$ cat src/rtl/sy_gpio_axil_slave.sv
// AXI4-Lite GPIO responder: LED data register, synchronized switch input,
// and a level interrupt raised on any change of the synchronized switches.
module sy_gpio_axil_slave #(
    parameter int GPIO_W      = 8,
    parameter int SYNC_STAGES = 2
) (
    input  logic              clk_i,
    input  logic              rst_i,
    input  logic [8:0]        s_axi_awaddr,
    input  logic              s_axi_awvalid,
    output logic              s_axi_awready,
    input  logic [31:0]       s_axi_wdata,
    input  logic [3:0]        s_axi_wstrb,
    input  logic              s_axi_wvalid,
    output logic              s_axi_wready,
    output logic [1:0]        s_axi_bresp,
    output logic              s_axi_bvalid,
    input  logic              s_axi_bready,
    input  logic [8:0]        s_axi_araddr,
    input  logic              s_axi_arvalid,
    output logic              s_axi_arready,
    output logic [31:0]       s_axi_rdata,
    output logic [1:0]        s_axi_rresp,
    output logic              s_axi_rvalid,
    input  logic              s_axi_rready,
    output logic [GPIO_W-1:0] leds_o,
    input  logic [GPIO_W-1:0] dip_switches_i,
    output logic              irq_o
);

    typedef enum logic [2:0] {
        REG_DATA, REG_IN, REG_GIER, REG_ISR, REG_IER, REG_NONE
    } reg_sel_t;

    function automatic reg_sel_t decode(input logic [8:0] addr);
        casez (addr)
            9'b0_0000_00??: decode = REG_DATA;
            9'b0_0000_10??: decode = REG_IN;
            9'b1_0001_11??: decode = REG_GIER;
            9'b1_0010_00??: decode = REG_ISR;
            9'b1_0010_10??: decode = REG_IER;
            default:        decode = REG_NONE;
        endcase
    endfunction

    logic              aw_held;
    logic [8:0]        aw_addr_q;
    logic              w_held;
    logic [31:0]       w_data_q;
    logic [3:0]        w_strb_q;
    logic [GPIO_W-1:0] data_q;
    logic              gie_q;
    logic              ier_q;
    logic              isr_q;
    logic [GPIO_W-1:0] sync_q [SYNC_STAGES];
    logic [GPIO_W-1:0] prev_q;
    logic [GPIO_W-1:0] in_sync;

    // A transfer happens on any edge where valid and ready are both high;
    // valid must then hold its payload stable until that edge, and ready
    // never depends combinationally on the matching valid.
    logic aw_hs, w_hs, ar_hs, do_write;
    assign s_axi_awready = !aw_held && !s_axi_bvalid;
    assign s_axi_wready  = !w_held && !s_axi_bvalid;
    assign s_axi_arready = !s_axi_rvalid;
    assign aw_hs    = s_axi_awvalid && s_axi_awready;
    assign w_hs     = s_axi_wvalid && s_axi_wready;
    assign ar_hs    = s_axi_arvalid && s_axi_arready;
    assign do_write = (aw_held || aw_hs) && (w_held || w_hs);

    logic [8:0]  wr_addr;
    logic [31:0] wr_data;
    logic [3:0]  wr_strb;
    reg_sel_t    wr_sel;
    assign wr_addr = aw_held ? aw_addr_q : s_axi_awaddr;
    assign wr_data = w_held ? w_data_q : s_axi_wdata;
    assign wr_strb = w_held ? w_strb_q : s_axi_wstrb;
    assign wr_sel  = decode(wr_addr);

    logic [GPIO_W-1:0] data_next;
    always_comb begin
        data_next = data_q;
        for (int i = 0; i < GPIO_W; i++) begin
            if (wr_strb[i/8]) data_next[i] = wr_data[i];
        end
    end

    assign in_sync = sync_q[SYNC_STAGES-1];

    // A set in the same cycle as a W1C takes priority, so no change is lost.
    logic isr_set, isr_clr;
    assign isr_set = (in_sync != prev_q);
    assign isr_clr = do_write && (wr_sel == REG_ISR) && wr_strb[0] && wr_data[0];

    logic [31:0] rd_data;
    logic        rd_ok;
    always_comb begin
        rd_data = '0;
        rd_ok   = 1'b1;
        case (decode(s_axi_araddr))
            REG_DATA: rd_data[GPIO_W-1:0] = data_q;
            REG_IN:   rd_data[GPIO_W-1:0] = in_sync;
            REG_GIER: rd_data[31] = gie_q;
            REG_ISR:  rd_data[0] = isr_q;
            REG_IER:  rd_data[0] = ier_q;
            default:  rd_ok = 1'b0;
        endcase
    end

    always_ff @(posedge clk_i or posedge rst_i) begin
        if (rst_i) begin
            for (int i = 0; i < SYNC_STAGES; i++) sync_q[i] <= '0;
            prev_q <= '0;
        end else begin
            sync_q[0] <= dip_switches_i;
            for (int i = 1; i < SYNC_STAGES; i++) sync_q[i] <= sync_q[i-1];
            prev_q <= in_sync;
        end
    end

    always_ff @(posedge clk_i or posedge rst_i) begin
        if (rst_i) begin
            data_q <= '0;
            gie_q  <= 1'b0;
            ier_q  <= 1'b0;
            isr_q  <= 1'b0;
        end else begin
            isr_q <= isr_set || (isr_q && !isr_clr);
            if (do_write) begin
                case (wr_sel)
                    REG_DATA: data_q <= data_next;
                    REG_GIER: if (wr_strb[3]) gie_q <= wr_data[31];
                    REG_IER:  if (wr_strb[0]) ier_q <= wr_data[0];
                    default: ;
                endcase
            end
        end
    end

    always_ff @(posedge clk_i or posedge rst_i) begin
        if (rst_i) begin
            aw_held      <= 1'b0;
            aw_addr_q    <= '0;
            w_held       <= 1'b0;
            w_data_q     <= '0;
            w_strb_q     <= '0;
            s_axi_bvalid <= 1'b0;
            s_axi_bresp  <= 2'b00;
        end else begin
            if (s_axi_bvalid && s_axi_bready) s_axi_bvalid <= 1'b0;
            if (do_write) begin
                aw_held      <= 1'b0;
                w_held       <= 1'b0;
                s_axi_bvalid <= 1'b1;
                s_axi_bresp  <= (wr_sel == REG_NONE) ? 2'b10 : 2'b00;
            end else begin
                if (aw_hs) begin
                    aw_held   <= 1'b1;
                    aw_addr_q <= s_axi_awaddr;
                end
                if (w_hs) begin
                    w_held   <= 1'b1;
                    w_data_q <= s_axi_wdata;
                    w_strb_q <= s_axi_wstrb;
                end
            end
        end
    end

    always_ff @(posedge clk_i or posedge rst_i) begin
        if (rst_i) begin
            s_axi_rvalid <= 1'b0;
            s_axi_rdata  <= '0;
            s_axi_rresp  <= 2'b00;
        end else if (ar_hs) begin
            s_axi_rvalid <= 1'b1;
            s_axi_rdata  <= rd_data;
            s_axi_rresp  <= rd_ok ? 2'b00 : 2'b10;
        end else if (s_axi_rvalid && s_axi_rready) begin
            s_axi_rvalid <= 1'b0;
        end
    end

    assign leds_o = data_q;
    assign irq_o  = gie_q && ier_q && isr_q;

endmodule

$ cat config.mk
export PLATFORM = sky130hd
export DESIGN_NAME = sy_gpio_axil_slave
export DESIGN_NICKNAME = d
export VERILOG_FILES = /design/src/rtl/sy_gpio_axil_slave.sv
export SDC_FILE = /design/constraint.sdc
export NUM_CORES = 1
export LEC_CHECK = 0
export BUFFER_PORTS_ARGS = -buffer_cell sky130_fd_sc_hd__buf_2
export CORE_UTILIZATION = 40
export DETAILED_ROUTE_END_ITERATION = 8
export GPL_TIMING_DRIVEN = 0
export PLACE_DENSITY_LB_ADDON = 0.15
export SETUP_SLACK_MARGIN = 0.5
export SKIP_CTS_REPAIR_TIMING = 1
export SYNTH_ARGS = -nofsm -noshare
export SYNTH_HDL_FRONTEND = slang
export SYNTH_SLANG_ARGS = --single-unit
$ cat constraint.sdc
create_clock -name clk_i -period 2.58 [get_ports clk_i]
set_clock_uncertainty 0.2 [all_clocks]
set_input_delay 0.516 -clock clk_i [delete_from_list [all_inputs] [get_ports clk_i]]
set_output_delay 0.516 -clock clk_i [all_outputs]
set_load 0.02 [all_outputs]
# Yosys cells after proc, flatten, opt, wreduce, memory -nomap -nowiden
# Index checks and enable logic that the tools add are counted.
# W data, S select, Z words.
# classes
eq_ne	17
n_mux	19
n_bitwise	1
n_reduce_logical	36
# ops
op	count
$eq A7 B7 Y1 const B	6
$mux W32	1
$pmux W3 S5	2
$eq A7 B2 Y1 const B	2
$logic_and A1 B1 Y1	14
$logic_not A7 Y1	2
$pmux W7 S2	1
$eq A3 B2 Y1 const B	4
$mux W1	10
$eq A3 B3 Y1 const B	3
$mux W9	1
$reduce_and A3 Y1	3
$ne A8 B8 Y1	1
$reduce_bool A2 Y1	4
$logic_not A3 Y1	2
$logic_not A1 Y1	5
$reduce_or A5 Y1	1
$mux W2	2
$mux W4	1
$pmux W1 S4	1
$reduce_and A2 Y1	2
$eq A3 B1 Y1 const B	1
$logic_or A1 B1 Y1	3
$not A1 Y1	1
# totals
ff_bits	97
in_bits	69
output_inout_bits	50
word_cells	90

# Longest topological paths before layout
# depth
depth_word	11
mapped_depth	6
ltp_nobuf	4

# Worst setup path before layout
# OpenSTA, ideal clock, no wires.
# synth_timing
path_kind	flip-flop to flip-flop
start	register s_axi_bvalid
end	register data_q[0], in the netlist leds_o[0]
setup_ns	0.125
arrival_ns	1.793
t_required_ns	2.255
setup_slack_ns	0.462
stages_incl_launch_ff	5
n_path_buf	0
synth_period_minus_slack_ns	2.118
path_cell_list	dfrtp_1 -> and2b_1 -> o221ai_2 -> nor4_4 -> mux2_2
# synth_between
elab_chain_len	6
# synth_lines
element	line	source
start, declared	17	output logic s_axi_bvalid,
start signal, assigned	147	s_axi_bvalid <= 1'b0;
start signal, assigned	150	if (s_axi_bvalid && s_axi_bready) s_axi_bvalid <= 1'b0;
start signal, assigned	154	s_axi_bvalid <= 1'b1;
$logic_not A1 Y1 *	63, 64	
$logic_and A1 B1 Y1 (on tied branches)	63, 64	
$logic_and A1 B1 Y1 (on tied branches)	66, 67	
$logic_or A1 B1 Y1	69	assign do_write = (aw_held || aw_hs) && (w_held || w_hs);
$logic_and A1 B1 Y1 *	69	
$reduce_and A3 Y1 (no source line) *	n/a	
end signal, assigned	131	REG_DATA: data_q <= data_next;
end, declared	51	logic [GPIO_W-1:0] data_q;
# Every way passes the cells marked *; elsewhere a longest branch is shown, timed or not.
# A chain may end at the register's enable or synchronous reset.

# Worst setup path in the final report
# layout_timing
start	register aw_held
end	register data_q[1], in the netlist leds_o[1]
# layout_between
elab_chain_len	6
# layout_lines
element	line	source
start, declared	46	logic aw_held;
start signal, assigned	142	aw_held <= 1'b0;
start signal, assigned	152	aw_held <= 1'b0;
start signal, assigned	158	aw_held <= 1'b1;
parallel branches: the longest is 5 deep, another holds $mux W9	n/a	
$reduce_and A3 Y1 (no source line) *	n/a	
# Mark *: on every way between the ends.

==> results.py <==
metrics = {
    "cells_and_area": {
        "area_growth_pct": 29.1,
        "fin_nets": 415,
        "drive_above_1_share": 0.487,
        "multi_input_area_um2": 1260,
        "postLayoutCellArea_um2": 3950,
        "fillers": 685,
        "final_common_cell": "dfrtp_1",
        "regArea_um2": 1700,
        "num_antenna_cells": 0,
        "final_cell_mix": "67 x dfrtp_1, 66 x buf_2, 39 x mux2_2",
    },
    "synth": {
        "ys_ff_latch": 68,
        "synth_top_area_frac": 0.557,
        "synthCells": 241,
        "synth_cell_types": 42,
        "yosys-top-cells-area": "dfrtp_1 56%, mux2_2 15%, buf_4 6.4%",
        "async_reset_ff_frac": 1.00,
        "synth_edf_count": 0,
        "synthesis.area_um2": 3060,
        "seq_area_frac_synth": 0.557,
        "synth_area_per_cell_um2": 12.7,
        "synth-main-ff-cell": "dfrtp_1",
        "yosys.area.top_type": "dfrtp_1",
        "ys_warn_count": 0,
    },
    "worst_setup_path": {
        "crit_type": "reg -> reg",
        "crit_arrival_ns": 2.11,
        "crit_fanout": 8,
        "reg2reg_to": "leds_o[1]$_DFFE_PP0P_",
        "cp-start-kind": "flip-flop",
        "ff2ff_setup_slack_ns": 0.50,
        "crit_path_end_kind": "flip-flop",
        "reg2reg_from": "aw_held$_DFFE_PP0P_",
        "required_ns": 2.60,
        "reg2regPathDepth": 6,
    },
    "routing": {
        "final_antenna_net_count": 0,
        "drtPass1Iterations": 4,
        "viasPerCell": 4.78,
        "route.detailed.drc": 0,
        "wl_per_cell_um": 14.0,
        "drtIter0Drc": 67,
        "wl_mm": 6.28,
        "vias": 2152,
    },
    "floorplan": {
        "initial_utilization": 0.417,
        "die_h_um": 89.4,
        "top_level_ports": 119,
        "dieArea_um2": 8000,
        "fp-row-count": 31,
        "die_w_um": 89.4,
        "core_area_um2": 7330,
    },
    "grt": {
        "grt_pass1_vias": 2032,
        "grt_pass1_wl_mm": 9.71,
        "grt_use_total": 0.169,
        "antenna_found_initial": 0,
        "grt_overflow": 0,
        "grt_max_degree": 38,
    },
    "run_status": {
        "status": "complete, no violations",
    },
    "sta": {
        "drv_slew": 0,
        "finalCritPeriodShare": 0.807,
        "rsz0062_at_grt": "yes",
        "slew_headroom": 0.541,
        "tightestPinTransition_ns": 0.687,
        "hold_violations": 0,
        "finalSetupTns_ns": 0,
        "period_needed_ns": 2.08,
        "fin_ws_ns": 0.498,
        "fmax_ghz": 0.480,
        "setup_viol": 0,
    },
    "clocking": {
        "clk_pin_slew_ns": 0.07,
        "cts_made_buffers": 9,
        "cts_root_buf": "clkbuf_8",
        "cts.path.max_buffers": 2,
        "htree_levels": 3,
        "clkSinkCount": 68,
        "cts_tree": "yes",
        "clk_latency_ns": 0.34,
    },
    "pwr": {
        "power_density_nw_per_um2": 867,
        "clockPowerShare": 0.279,
        "power.share.switching": 0.316,
        "power.switching_mw": 1.08,
        "combPwrFrac": 0.295,
        "intPower_mw": 2.34,
        "p_seq_frac": 0.427,
        "vdd_drop_max_mv": 0.460,
        "leakage_nw": 1.93,
    },
    "min_path": {
        "hp-class": "in -> async",
    },
    "run": {
        "maxCapViolations": 0,
    },
    "placement": {
        "dp_slack_ns": 0.157,
        "io_buffers": 63,
        "dp_hpwl_mm": 4.44,
        "place_area_um2": 3610,
        "place.gp.congestion": 0.752,
    },
}
layer usage:
metal	routed length, um	global-route usage	vias up
li1	-	-	1027
met1	2820	0.207	1047
met2	3030	0.275	73
met3	375	0.0609	5
met4	51	0.0620	0
met5	0	0	-
final cells by class:
class,count,area share
Tap cell,99,0.0314
Inverter,4,0.00476
Clock buffer,10,0.0323
Multi-Input combinational cell,161,0.320
Buffer,32,0.0606
Clock inverter,6,0.0225
Sequential cell,68,0.432
Timing Repair Buffer,70,0.0967
synthesized netlist by cell type, types with 3 or more instances:
master / count
a21oi_1: 3
and3_1: 3
buf_4: 26
clkbuf_1: 3
dfrtp_1: 68
inv_1: 4
mux2_2: 40
mux2i_1: 8
nand2_1: 9
nand3_1: 3
nor2_1: 11
nor3_1: 5
nor4_1: 3
o21ai_0: 11
xor2_1: 8
critical path, stage by stage, from the launching register on:
cell     delay (ns)
dfrtp_1        0.42
buf_6          0.15
nor4_4         0.28
a21oi_2        0.09
nor4_4         0.28
buf_6          0.19
mux2_2         0.34
how the worst max path moves through the flow:
stage	from	to	slack, ns	depth (start not counted)
2_1_floorplan	s_axi_awaddr[8]	leds_o[0]$_DFFE_PP0P_	0.55	4
3_3_place_gp	s_axi_awaddr[8]	leds_o[1]$_DFFE_PP0P_	0.18	5
3_5_place_dp	s_axi_awaddr[8]	leds_o[1]$_DFFE_PP0P_	0.16	5
4_1_cts	aw_held$_DFFE_PP0P_	leds_o[1]$_DFFE_PP0P_	0.25	5
5_1_grt	w_held$_DFFE_PP0P_	s_axi_wready	0.41	4
6_report	aw_held$_DFFE_PP0P_	leds_o[1]$_DFFE_PP0P_	0.50	6
power by group through the flow:
stage	combinational (mW)	clock, mW	sequential (mW)
2_1_floorplan	0.656	0	1.47
3_3_place_gp	0.901	0	1.45
3_5_place_dp	0.920	0	1.47
4_1_cts	0.926	0.974	1.45
5_1_grt	1.10	1.03	1.49
6_report	1.01	0.953	1.46
cell families after synthesis:
| kind of cell | synth area share |
|---|---|
| DFF | 0.557 |
| buffers and inverters | 0.0794 |
| AOI/OAI and AO/OA | 0.0720 |
| and+or+nand+nor | 0.0913 |
| other | 0.00123 |
| xor gates and xnor gates | 0.0258 |
| muxes | 0.174 |
per-stage QoR:
step / total power, mW / hold slack [ns] / std cells / utilization
2_1_floorplan: 2.13 / 0.131 / 265 / -
3_3_place_gp: 2.35 / 0.133 / 427 / 0.490
3_5_place_dp: 2.39 / 0.135 / 428 / 0.492
4_1_cts: 3.35 / 0.0602 / 444 / 0.522
5_1_grt: 3.63 / 0.0469 / 450 / 0.538
6_report: 3.42 / 0.0718 / 450 / 0.538
sequential cells by signal, summed over array words and instances (netlist names), 2 cells and up:
register     flops
in_sync          8
aw_addr_q        7
w_data_q         9
s_axi_rdata      9
leds_o           8
sync_q           8
prev_q           8
w_strb_q         2
(Power assumes the default switching activity.)
